`src/rtl/rc4_pkg.sv`:
```
// rc4_pkg: shared types, constants and helpers for the RC4 key-scheduling and PRGA stages
package rc4_pkg;
  localparam int MSG_LEN_DEF = 32;
  localparam logic [7:0] CHAR_LO = 8'h61;
  localparam logic [7:0] CHAR_HI = 8'h7A;
  localparam logic [7:0] CHAR_SP = 8'h20;
  typedef enum logic [1:0] {KSA_IDLE, KSA_INIT, KSA_SHUFFLE, KSA_DONE} ksa_mode_t;
  typedef enum logic [3:0] {
    IDLE, RD_I, WT_I, LT_I, WT_J, LT_J, WR_J, RD_F, WT_F, WR_D, DONE
  } prga_state_t;
  function automatic logic is_legal_char(input logic [7:0] b);
    return (b >= CHAR_LO && b <= CHAR_HI) || b == CHAR_SP;
  endfunction
endpackage

```
`src/rtl/prga_decrypt.sv`:
```
// prga_decrypt: RC4 PRGA walk over S RAM, XOR with encrypted ROM, plaintext to decrypted RAM
//   clk/reset_n        : clock, asynchronous active-low reset
//   start/busy/done    : one-cycle start pulse, run status
//   valid              : all written plaintext bytes are a..z or space (meaningful while done)
//   s_address/s_data/s_wren/s_q          : S RAM port (1-cycle read latency)
//   rom_address/rom_q                    : encrypted message ROM (1-cycle read latency)
//   d_address/d_data/d_wren              : decrypted message RAM write port
//   PRGA_EARLY_ABORT_EN : when defined, the first illegal plaintext byte ends the run
module prga_decrypt
  import rc4_pkg::*;
#(
  parameter int MSG_LEN = MSG_LEN_DEF,
  parameter int MSG_AW  = 5
) (
  input  logic              clk,
  input  logic              reset_n,
  input  logic              start,
  output logic              busy,
  output logic              done,
  output logic              valid,
  output logic [7:0]        s_address,
  output logic [7:0]        s_data,
  output logic              s_wren,
  input  logic [7:0]        s_q,
  output logic [MSG_AW-1:0] rom_address,
  input  logic [7:0]        rom_q,
  output logic [MSG_AW-1:0] d_address,
  output logic [7:0]        d_data,
  output logic              d_wren
);
  prga_state_t state_q, state_d;
  logic [7:0] i_q, i_d, j_q, j_d, si_q, si_d, sj_q, sj_d;
  logic [MSG_AW-1:0] k_q, k_d;
  logic busy_q, busy_d, done_q, done_d, valid_q, valid_d;
  logic [7:0] s_address_q, s_address_d, s_data_q, s_data_d;
  logic s_wren_q, s_wren_d, d_wren_q, d_wren_d;
  logic [MSG_AW-1:0] rom_address_q, rom_address_d, d_address_q, d_address_d;
  logic [7:0] d_data_q, d_data_d;
  logic [7:0] plain;
  logic legal, last_byte, stop;
  assign plain     = s_q ^ rom_q;
  assign legal     = is_legal_char(plain);
  assign last_byte = k_q == MSG_AW'(MSG_LEN - 1);
`ifdef PRGA_EARLY_ABORT_EN
  assign stop = last_byte || !legal;
`else
  assign stop = last_byte;
`endif
  always_comb begin
    state_d       = state_q;
    i_d           = i_q;
    j_d           = j_q;
    k_d           = k_q;
    si_d          = si_q;
    sj_d          = sj_q;
    busy_d        = busy_q;
    done_d        = done_q;
    valid_d       = valid_q;
    s_address_d   = s_address_q;
    s_data_d      = s_data_q;
    s_wren_d      = 1'b0;
    rom_address_d = rom_address_q;
    d_address_d   = d_address_q;
    d_data_d      = d_data_q;
    d_wren_d      = 1'b0;
    case (state_q)
      IDLE, DONE: if (start) begin
        i_d     = '0;
        j_d     = '0;
        k_d     = '0;
        done_d  = 1'b0;
        valid_d = 1'b1;
        busy_d  = 1'b1;
        state_d = RD_I;
      end
      RD_I: begin
        i_d         = i_q + 8'd1;
        s_address_d = i_q + 8'd1;
        state_d     = WT_I;
      end
      WT_I: state_d = LT_I;
      LT_I: begin
        si_d        = s_q;
        j_d         = j_q + s_q;
        s_address_d = j_q + s_q;
        state_d     = WT_J;
      end
      WT_J: begin
        rom_address_d = k_q;
        state_d       = LT_J;
      end
      // S[j] arrives this cycle, so it is written to S[i] straight from s_q
      LT_J: begin
        sj_d        = s_q;
        s_address_d = i_q;
        s_data_d    = s_q;
        s_wren_d    = 1'b1;
        state_d     = WR_J;
      end
      WR_J: begin
        s_address_d = j_q;
        s_data_d    = si_q;
        s_wren_d    = 1'b1;
        state_d     = RD_F;
      end
      RD_F: begin
        s_address_d = si_q + sj_q;
        state_d     = WT_F;
      end
      WT_F: state_d = WR_D;
      WR_D: begin
        d_address_d = k_q;
        d_data_d    = plain;
        d_wren_d    = 1'b1;
        valid_d     = valid_q & legal;
        k_d         = stop ? k_q : k_q + 1'b1;
        busy_d      = !stop;
        done_d      = stop;
        state_d     = stop ? DONE : RD_I;
      end
      default: state_d = IDLE;
    endcase
  end
  always_ff @(posedge clk or negedge reset_n) begin
    if (!reset_n) begin
      state_q       <= IDLE;
      i_q           <= '0;
      j_q           <= '0;
      k_q           <= '0;
      si_q          <= '0;
      sj_q          <= '0;
      busy_q        <= 1'b0;
      done_q        <= 1'b0;
      valid_q       <= 1'b1;
      s_address_q   <= '0;
      s_data_q      <= '0;
      s_wren_q      <= 1'b0;
      rom_address_q <= '0;
      d_address_q   <= '0;
      d_data_q      <= '0;
      d_wren_q      <= 1'b0;
    end else begin
      state_q       <= state_d;
      i_q           <= i_d;
      j_q           <= j_d;
      k_q           <= k_d;
      si_q          <= si_d;
      sj_q          <= sj_d;
      busy_q        <= busy_d;
      done_q        <= done_d;
      valid_q       <= valid_d;
      s_address_q   <= s_address_d;
      s_data_q      <= s_data_d;
      s_wren_q      <= s_wren_d;
      rom_address_q <= rom_address_d;
      d_address_q   <= d_address_d;
      d_data_q      <= d_data_d;
      d_wren_q      <= d_wren_d;
    end
  end
  assign busy        = busy_q;
  assign done        = done_q;
  assign valid       = valid_q;
  assign s_address   = s_address_q;
  assign s_data      = s_data_q;
  assign s_wren      = s_wren_q;
  assign rom_address = rom_address_q;
  assign d_address   = d_address_q;
  assign d_data      = d_data_q;
  assign d_wren      = d_wren_q;
endmodule

```
`config.mk`:
```
export PLATFORM = sky130hd
export DESIGN_NAME = prga_decrypt
export DESIGN_NICKNAME = d
export VERILOG_FILES = /design/src/rtl/rc4_pkg.sv /design/src/rtl/prga_decrypt.sv
export SDC_FILE = /design/constraint.sdc
export NUM_CORES = 1
export LEC_CHECK = 0
export CAP_MARGIN = 20
export CORE_UTILIZATION = 56
export DETAILED_ROUTE_END_ITERATION = 7
export GPL_ROUTABILITY_DRIVEN = 0
export PLACE_DENSITY = 0.81
export SLEW_MARGIN = 0
export SYNTH_ARGS = -nofsm -noshare
export SYNTH_HDL_FRONTEND = slang
export SYNTH_SLANG_ARGS = --single-unit
```
`constraint.sdc`:
```
create_clock -name clk -period 2.84 [get_ports clk]
set_input_delay 0.284 -clock clk [delete_from_list [all_inputs] [get_ports clk]]
set_output_delay 0.284 -clock clk [all_outputs]
set_load 0.005 [all_outputs]
```
==> impl_metrics.yaml <==
status:
  status: "completed"
logic_synthesis:
  synth_edf_count: 0
  synth_compound_area_share_pct: 19.24
  ys_top_cells_by_area: "dfrtp_1 (45%), mux2_2 (5.9%), ha_1 (4.8%), a21oi_1 (4.2%), nor2_1 (4.1%)"
  synth.distinct_cells: 52
  avgSynthCellArea_sq_um: 9.764
  synth-simple-area-share_pct: 15.02
  synth_area_sq_mm: 0.004423
  yosysWarnings: 0
  ys_ff_latch: 80
  synth_top_area_share_pct: 44.70
  synthAdderAreaFrac_pct: 5.714
  synth_top_family_by_area: "compound AO/OA/AOI/OAI gates"
  seq_area_frac_synth_pct: 45.29
  netlist_instances: 453
  synthMuxAreaShare_pct: 6.761
  async_reset_ff_share_pct: 100.0
  synth_ff_type: "dfrtp_1"
  synth_xor_area_share_pct: 5.149
  synth.largest_area_cell: "dfrtp_1"
  syn-num-nets: 491
finish:
  final_common_cell: "dfrtp_1"
  fillCellCount: 614
  areaGrowthSynthToFinish_pct: 20.57
  diodes: 0
  mostFrequentLayoutCells: "dfrtp_1 (79), clkdlybuf4s50_1 (56), nor2_1 (48), nand2_1 (43), a21oi_1 (37)"
  final_cell_count_no_fill: 617
  drive_gt1_share_pct: 11.46
  post-route-util_pct: 69.37
  final_area_sq_mm: 0.005333
  nets: 548
floorplanning:
  ioPinCount: 58
  dieArea_sq_mm: 0.008257
  die_h_microns: 90.87
  num_rows: 32
  fp.dieW_microns: 90.87
  coreArea_sq_mm: 0.007687
  initial_utilization_pct: 57.54
power:
  ir_drop_mv: 0.2553
  p_leak_nw: 2.281
  powerDensity_mw_per_mm2: 588.7
timing:
  tightest_slew_ps: 990.5
  relSlewSlack_pct: 33.97
  drv_slew: 0
  fin_worst_skew_ps: 11.47
  hold_violations: 0
  rsz0062_at_grt: "false"
  setup_violations: 0
  min_period_ps: 2302
  post-route-period-util_pct: 81.05
  fmax_mhz: 434.4
  fin_tns_setup_ps: 0
global_routing:
  antenna_found_initial: 0
  grt_pass1_vias: 3865
  grt_max_degree: 81
  overflow: 0
  grt_usage_pct: 28.72
  grt_pass1_wl_mm: 18.78
route:
  wire_per_inst_microns: 17.95
  via_count: 3790
  ant_nets: 0
  drt_iter0_drc: 234
  drt-vias-per-instance: 6.143
  first_pass_iters: 7
  routed_wl_mm: 11.07
  drc: 0
worst_setup_path:
  arrival_ps: 2510
  cp_max_fo: 19
  crit_required_ps: 3050
  startpoint_type: "flip-flop"
  critical_path_class: "reg -> reg"
  endpoint_kind: "flip-flop"
hold_path:
  min_path_type: "in -> async"
cts:
  cts_setup_buffers: 0
  cts_tree: "done"
  post_cts_resized: 0
  cts_buffers: 9
  clkTransAtPathRegs_ps: 90
  clock_latency_ps: 360
  cts_root_buffer: "clkbuf_8"
  clock_sinks: 80
  cts_hold_buffers: 0
  cts_max_level: 3
  cts_buffer_depth: 2
place:
  dp_hpwl_mm: 7.983
  placed_cell_area_sq_mm: 0.005121
  dp_cells: 601
  io_buffers: 57
job:
  maxCapViolations: 0
[cells in the mapped netlist (4+ instances only)]
| cell type | n |
|---|---|
| nand3_1 | 7 |
| mux2i_1 | 4 |
| dfrtp_1 | 79 |
| o22ai_1 | 12 |
| a21o_1 | 9 |
| and2_1 | 4 |
| a22o_1 | 12 |
| or3_1 | 11 |
| a211oi_1 | 9 |
| xor2_1 | 12 |
| mux2_2 | 23 |
| a21oi_1 | 37 |
| and3_1 | 5 |
| ha_1 | 17 |
| o21ai_0 | 31 |
| nor2b_1 | 5 |
| nor2_1 | 48 |
| nand2_1 | 43 |
| clkbuf_1 | 11 |
| inv_1 | 7 |
| buf_2 | 7 |
| xnor2_1 | 14 |
[path summary, 6_finish.rpt]
path,slack (ps),start,end,cells after the start
max,540,state_q[0]$_DFFE_PN0P_,s_address[7]$_DFFE_PN0P_,6
min,90,reset_n,rom_address[3]$_DFFE_PN0P_,1
max reg2reg,540,state_q[0]$_DFFE_PN0P_,s_address[7]$_DFFE_PN0P_,6
min reg2reg,510,rom_address[1]$_DFFE_PN0P_,rom_address[1]$_DFFE_PN0P_,1
max in group asynchronous,2120,reset_n,sj_q[3]$_DFFE_PN0N_,1
min in group clk,510,rom_address[1]$_DFFE_PN0P_,rom_address[1]$_DFFE_PN0P_,1
[per-stage QoR]
| step | setup slack [ps] | hold slack, ps | power, mW |
|---|---|---|---|
| 2_1_floorplan | 814.2 | -11.59 | 1.898 |
| 3_3_place_gp | 342.7 | 489.0 | 2.216 |
| 3_5_place_dp | 234.3 | 495.8 | 2.255 |
| 4_1_cts | 559.0 | 120.4 | 3.141 |
| 5_1_grt | 324.0 | 172.3 | 3.312 |
| 6_report | 538.2 | 86.80 | 3.140 |
[critical path, cell delays in order (launching register included)]
cell,delay [ps]
dfrtp_1,750
nor2b_1,200
buf_4,180
nand2_1,300
or3_1,450
a31oi_1,170
o211ai_1,110
[cells by family after synthesis]
| group | count (synthesis) |
|---|---|
| AND/OR/NAND/NOR | 137 |
| multiplexers | 27 |
| flip-flops | 80 |
| buffers and inverters | 30 |
| adder cells (fa/ha/maj) | 19 |
| AO/OA/AOI/OAI | 134 |
| XOR/XNOR | 26 |
[sequential cells by signal (all words and copies together), names as in the netlist, 4 cells and up]
register / cells
si_q: 8
s_address: 8
k_q: 5
rom_address: 5
s_data: 8
sj_q: 8
j_q: 8
d_address: 5
i_q: 8
d_data: 8
state_q: 4
[area by class of cell]
class / count / area (sq um) / area share [%]
flip-flops and latches: 80 / 2003 / 37.56
clock inverters: 6 / 73.82 / 1.384
repair buffers: 68 / 650.6 / 12.20
well taps: 102 / 127.6 / 2.393
inverters: 8 / 30.03 / 0.5631
clock buffers: 10 / 137.6 / 2.581
multi-input cells: 343 / 2310 / 43.31
[routing by layer]
layer | wire length (microns) | vias up | track usage, %
met2 | 5375 | 147 | 46.34
met5 | 0 | - | 0
met1 | 4797 | 1850 | 37.99
met4 | 332 | 0 | 14.42
li1 | - | 1764 | -
met3 | 569 | 29 | 4.040
[power breakdown]
group          total, mW  internal, mW  switching, mW
clock              0.897         0.443          0.455
sequential          1.41          1.28          0.129
combinational      0.831         0.444          0.386
total               3.14          2.17          0.970
No activity file was read; power rests on OpenSTA's default activity.
